**src/rtl/vga_stream_out.sv**
```systemverilog
// VGA timing generator fed by a valid/ready pixel stream.
//
// Free-running horizontal/vertical counters produce hsync/vsync/de. Incoming
// pixels go through a small FIFO and are popped one per active pixel once the
// stream has locked to a start-of-frame word. Any underflow or misplaced SOF
// blacks out the rest of the frame, sets the sticky err flag and relocks.
//
// Ports:
//   clk, rst_n            pixel clock, async active-low reset
//   s_data/s_sof/s_valid  input pixel stream {R,G,B}, SOF marks frame pixel 0
//   s_ready               stream accept (combinational)
//   r/g/b, de             registered pixel colour and data-enable
//   hsync, vsync          registered active-low syncs
//   err                   sticky underflow / SOF misalignment flag
module vga_stream_out #(
  parameter int unsigned H_ACTIVE   = 640,
  parameter int unsigned H_FP       = 16,
  parameter int unsigned H_SYNC     = 96,
  parameter int unsigned H_BP       = 48,
  parameter int unsigned V_ACTIVE   = 480,
  parameter int unsigned V_FP       = 10,
  parameter int unsigned V_SYNC     = 2,
  parameter int unsigned V_BP       = 33,
  parameter int unsigned FIFO_DEPTH = 16
) (
  input  logic        clk,
  input  logic        rst_n,
  input  logic [23:0] s_data,
  input  logic        s_sof,
  input  logic        s_valid,
  output logic        s_ready,
  output logic [7:0]  r,
  output logic [7:0]  g,
  output logic [7:0]  b,
  output logic        hsync,
  output logic        vsync,
  output logic        de,
  output logic        err
);

  localparam int unsigned HT = H_SYNC + H_BP + H_ACTIVE + H_FP;
  localparam int unsigned VT = V_SYNC + V_BP + V_ACTIVE + V_FP;
  localparam int unsigned HW = $clog2(HT + 1);
  localparam int unsigned VW = $clog2(VT + 1);
  localparam int unsigned AW = $clog2(FIFO_DEPTH);

  localparam logic [HW-1:0] HLast    = HW'(HT - 1);
  localparam logic [HW-1:0] HSyncEnd = HW'(H_SYNC);
  localparam logic [HW-1:0] HActLo   = HW'(H_SYNC + H_BP);
  localparam logic [HW-1:0] HActHi   = HW'(H_SYNC + H_BP + H_ACTIVE);
  localparam logic [VW-1:0] VLast    = VW'(VT - 1);
  localparam logic [VW-1:0] VSyncEnd = VW'(V_SYNC);
  localparam logic [VW-1:0] VActLo   = VW'(V_SYNC + V_BP);
  localparam logic [VW-1:0] VActHi   = VW'(V_SYNC + V_BP + V_ACTIVE);

  typedef enum logic [1:0] {StResync, StArmed, StRun} state_e;

  // Timing counters: free-running, independent of the stream.
  logic [HW-1:0] hcnt_q;
  logic [VW-1:0] vcnt_q;

  always_ff @(posedge clk or negedge rst_n) begin
    if (!rst_n) begin
      hcnt_q <= '0;
      vcnt_q <= '0;
    end else if (hcnt_q == HLast) begin
      hcnt_q <= '0;
      vcnt_q <= (vcnt_q == VLast) ? '0 : vcnt_q + 1'b1;
    end else begin
      hcnt_q <= hcnt_q + 1'b1;
    end
  end

  logic active, frame_start;
  assign active = (hcnt_q >= HActLo) && (hcnt_q < HActHi) &&
                  (vcnt_q >= VActLo) && (vcnt_q < VActHi);
  assign frame_start = (hcnt_q == HActLo) && (vcnt_q == VActLo);

  // Pixel FIFO, pointers carry one extra wrap bit to tell full from empty.
  logic [24:0] mem_q [FIFO_DEPTH];
  logic [AW:0] wptr_q, rptr_q;
  logic        empty, full;
  logic [24:0] head;

  assign empty = (wptr_q == rptr_q);
  assign full  = (wptr_q[AW] != rptr_q[AW]) && (wptr_q[AW-1:0] == rptr_q[AW-1:0]);
  assign head  = mem_q[rptr_q[AW-1:0]];

  state_e      state_q, state_d;
  logic        push, pop, flush;
  logic        err_q, err_d;
  logic [23:0] pix_d, pix_q;
  logic        hsync_q, vsync_q, de_q;

  // Held low during reset; RESYNC always accepts since it discards non-SOF words.
  assign s_ready = rst_n & ((state_q == StResync) | ~full);

  always_comb begin
    state_d = state_q;
    push    = 1'b0;
    pop     = 1'b0;
    flush   = 1'b0;
    err_d   = err_q;
    pix_d   = '0;
    unique case (state_q)
      StResync: begin
        if (s_valid && s_ready && s_sof) begin
          push    = 1'b1;
          state_d = StArmed;
        end
      end
      StArmed: begin
        push = s_valid && s_ready;
        if (frame_start && !empty) begin
          pop     = 1'b1;
          pix_d   = head[23:0];
          state_d = StRun;
        end
      end
      StRun: begin
        push = s_valid && s_ready;
        if (active) begin
          // SOF flag must be set exactly at the frame start pixel.
          if (empty || (head[24] != frame_start)) begin
            err_d   = 1'b1;
            flush   = 1'b1;
            push    = 1'b0;
            state_d = StResync;
          end else begin
            pop   = 1'b1;
            pix_d = head[23:0];
          end
        end
      end
      default: begin
        flush   = 1'b1;
        state_d = StResync;
      end
    endcase
  end

  always_ff @(posedge clk) begin
    if (push) begin
      mem_q[wptr_q[AW-1:0]] <= {s_sof, s_data};
    end
  end

  always_ff @(posedge clk or negedge rst_n) begin
    if (!rst_n) begin
      wptr_q <= '0;
      rptr_q <= '0;
    end else if (flush) begin
      wptr_q <= '0;
      rptr_q <= '0;
    end else begin
      if (push) wptr_q <= wptr_q + 1'b1;
      if (pop)  rptr_q <= rptr_q + 1'b1;
    end
  end

  // State and all registered outputs; outputs lag the counters by one clock.
  always_ff @(posedge clk or negedge rst_n) begin
    if (!rst_n) begin
      state_q <= StResync;
      hsync_q <= 1'b0;
      vsync_q <= 1'b0;
      de_q    <= 1'b0;
      pix_q   <= '0;
      err_q   <= 1'b0;
    end else begin
      state_q <= state_d;
      hsync_q <= (hcnt_q >= HSyncEnd);
      vsync_q <= (vcnt_q >= VSyncEnd);
      de_q    <= active;
      pix_q   <= pix_d;
      err_q   <= err_d;
    end
  end

  assign r     = pix_q[23:16];
  assign g     = pix_q[15:8];
  assign b     = pix_q[7:0];
  assign hsync = hsync_q;
  assign vsync = vsync_q;
  assign de    = de_q;
  assign err   = err_q;

endmodule

```
**config.mk**
```make
export PLATFORM = sky130hd
export DESIGN_NAME = vga_stream_out
export DESIGN_NICKNAME = d
export VERILOG_FILES = /design/src/rtl/vga_stream_out.sv
export SDC_FILE = /design/constraint.sdc
export NUM_CORES = 1
export LEC_CHECK = 0
export ABC_CLOCK_PERIOD_IN_PS = 4900
export CORE_MARGIN = 5
export CORE_UTILIZATION = 37
export DETAILED_ROUTE_END_ITERATION = 12
export GPL_TIMING_DRIVEN = 0
export PLACE_DENSITY_LB_ADDON = 0.08
export SKIP_CTS_REPAIR_TIMING = 1
export SYNTH_ARGS = -nofsm -noshare
export SYNTH_HDL_FRONTEND = slang
export SYNTH_SLANG_ARGS = --single-unit
```
**constraint.sdc**
```tcl
create_clock -name clk -period 4.9 [get_ports clk]
set_input_delay 0.98 -clock clk [delete_from_list [all_inputs] [get_ports clk]]
set_output_delay 0.98 -clock clk [all_outputs]
set_load 0.03 [all_outputs]
```
==> flow_summary.toml <==
[layout]
stdcell_count = 1650
fin_nets = 1027
final_cell_mix = "edfxtp_1, mux4_2, dfrtp_1, clkdlybuf4s50_1, clkbuf_16"
drive_gt1_share_pct = 22.90
final_util_pct = 43.94
final_common_cell = "edfxtp_1"
area_delta_synth_final_pct = 18.31

[sta]
min_period_ps = 4354
max_freq_mhz = 229.7
period_share_pct = 88.86
finalSetupViolCount = 0
slew_viol_final = 0
hold_violations = 0
fin_ws_ps = 545.8
slew_headroom_pct = 18.77
worst_slew_pin_slew_ps = 1218
skew_ps = 17.75
rsz0062_at_grt = "false"

[power]
clkPwrFrac_pct = 44.2
p_per_area_mw_per_mm2 = 404.1
irDropWorstVdd_v = 0.0002405
power_mw = 8.638
p_leak_nw = 7.024
p_int_mw = 6.748
switching_share_pct = 21.88
power.switching_mw = 1.890
seqPwrFrac_pct = 50.6
combPwrFrac_pct = 5.1

[synth]
synth-seq-cells = 460
syn_area_mm2 = 0.01807
ys_warn_count = 0
syn_avg_cell_area_um2 = 20.89
ys.flop_type = "edfxtp_1"
synthCells = 865
yosysSeqAreaShare_pct = 74.79
synth_top_area_share_pct = 66.48
yosys.area.top_type = "edfxtp_1"
async_flop_share_pct = 13.04
synthTopCellsByArea = "edfxtp_1, mux4_2, dfrtp_1"
synth_cell_types = 49
synth_edf_count = 400
syn_nets = 907

[route]
drc = 0
drt-wirelength-per-cell_um = 26.43
met1_length_mm = 20.39
drtAntennaViolNets = 0
postRouteWirelength_mm = 43.61
drtPass1Iterations = 7
num_vias = 8886
dr.first_iter.drc_count = 781
wl_met2_mm = 20.27
routed.top_layer = "met4"
wl_met3_mm = 2.041
detail_route.vias_per_cell = 5.385

[global_routing]
track_usage_pct = 16.46
grt_pass1_wl_mm = 64.10
grt-ovfl-total = 0
grt_max_degree = 36
grt_antenna_before_repair = 1
first_global_vias = 9240

[hold_path]
hold_path_class = "in2async"

[clocking]
h-tree-depth = 2
ctsRootBufferMaster = "clkbuf_16"
clkTransAtPathRegs_ps = 60
cts_sinks = 460
cts_max_path_buffers = 3
cts_tree = "done"
insertion_delay_ps = 600
cts_buffers = 50

[setup_path]
cp.arrival_ps = 3370
cp-end-kind = "output port"
slowest_delay_ps = 670
cp-start-kind = "register"
crit_slowest_cell = "nor4_1"
cp_max_fo = 10
crit_type = "reg2out"
r2r_cells = 9
required_ps = 3920
path_cells = "clkbuf_1, xor2_1, nor4_1, a21boi_1, clkdlybuf4s50_1"

[floorplanning]
ios = 57
core-area_mm2 = 0.04865
initial_utilization_pct = 37.14
dieArea_mm2 = 0.05335
rows = 81
die_y_um = 231.0
die_w_um = 231.0

[run_status]
status = "finished, final reports clean"

[run]
maxCapViolCount = 0

[place]
dp_hpwl_mm = 25.71
io_buffer_count = 56
placedCellCount = 1555
post-place-ws_ps = 783.3
place.gp.congestion = 0.6956
per-stage QoR:
stage	setup TNS [ps]	hold WS, ps	area, um2
2_1_floorplan	0	475.5	18070
4_1_cts	0	342.4	21370
6_report	0	345.8	21380
3_3_place_gp	-870480	494.1	19410
3_5_place_dp	0	494.2	19700
5_1_grt	0	358.5	21370
registers in the layout, indices dropped and copies added (netlist names):
| name | flops |
|---|---|
| state_q | 2 |
| hcnt_q | 10 |
| pix_q | 24 |
| de | 1 |
| rptr_q | 5 |
| vsync | 1 |
| err | 1 |
| hsync | 1 |
| mem_q | 400 |
| wptr_q | 5 |
| vcnt_q | 10 |
critical path: cells and delay by family, from the launching register on:
kind,cells,cell delay [ps]
compound gates,1,180
xor+xnor,1,150
buf+inv,2,1300
flops,1,480
simple gates,1,670
kinds of logic after synthesis:
logic type      Yosys count  share of synthesized area [%]
buf+inv                  57                          1.288
mux                     133                          16.10
compound gates           48                          1.717
xor+xnor                 19                         0.9210
fa+ha+maj                14                         0.9695
simple gates            134                          4.217
flops                   460                          74.79
path summary, 6_finish.rpt:
kind | from | end | slack, ps
setup / recovery | rptr_q[3] | s_ready | 550
hold / removal | rst_n | hcnt_q[6] | 350
setup reg to reg | vcnt_q[0] | mem_q[4][6] | 870
hold reg to reg | err | err | 490
max in group asynchronous | rst_n | pix_q[2] | 3990
min in group clk | err | err | 490
power by group through the flow:
stage / clock network (mW) / logic (mW) / registers [mW]
2_1_floorplan: 0 / 0.254 / 4.44
3_3_place_gp: 0 / 0.441 / 4.46
3_5_place_dp: 0 / 0.447 / 4.46
4_1_cts: 3.92 / 0.452 / 4.37
5_1_grt: 4.09 / 0.492 / 4.38
6_report: 3.82 / 0.443 / 4.37
Yosys cell counts (all sizes together) (8+ instances only):
| library cell | instances |
|---|---|
| mux4 | 125 |
| buf | 17 |
| nand3 | 14 |
| inv | 12 |
| nand2 | 16 |
| o21ai | 16 |
| clkbuf | 28 |
| and3 | 40 |
| xor2 | 13 |
| a21oi | 11 |
| nor2 | 21 |
| dfrtp | 60 |
| ha | 14 |
| edfxtp | 400 |
| or4 | 8 |
routing by layer:
layer | GRT usage, % | vias to the layer above
met3 | 3.136 | 74
met5 | 0 | -
met2 | 25.64 | 195
met4 | 3.808 | 0
li1 | - | 3827
met1 | 24.32 | 4790
cell type report:
type,instances,area [um2]
Antenna cell,2,5.005
Buffer,45,187.7
Clock buffer,67,1375
Clock inverter,26,301.5
Fill cell,4221,27270
Inverter,12,45.04
Multi-Input combinational cell,348,4343
Sequential cell,460,13510
Tap cell,622,778.2
Timing Repair Buffer,68,828.3
Note: power is estimated with default switching activity, not from simulation.
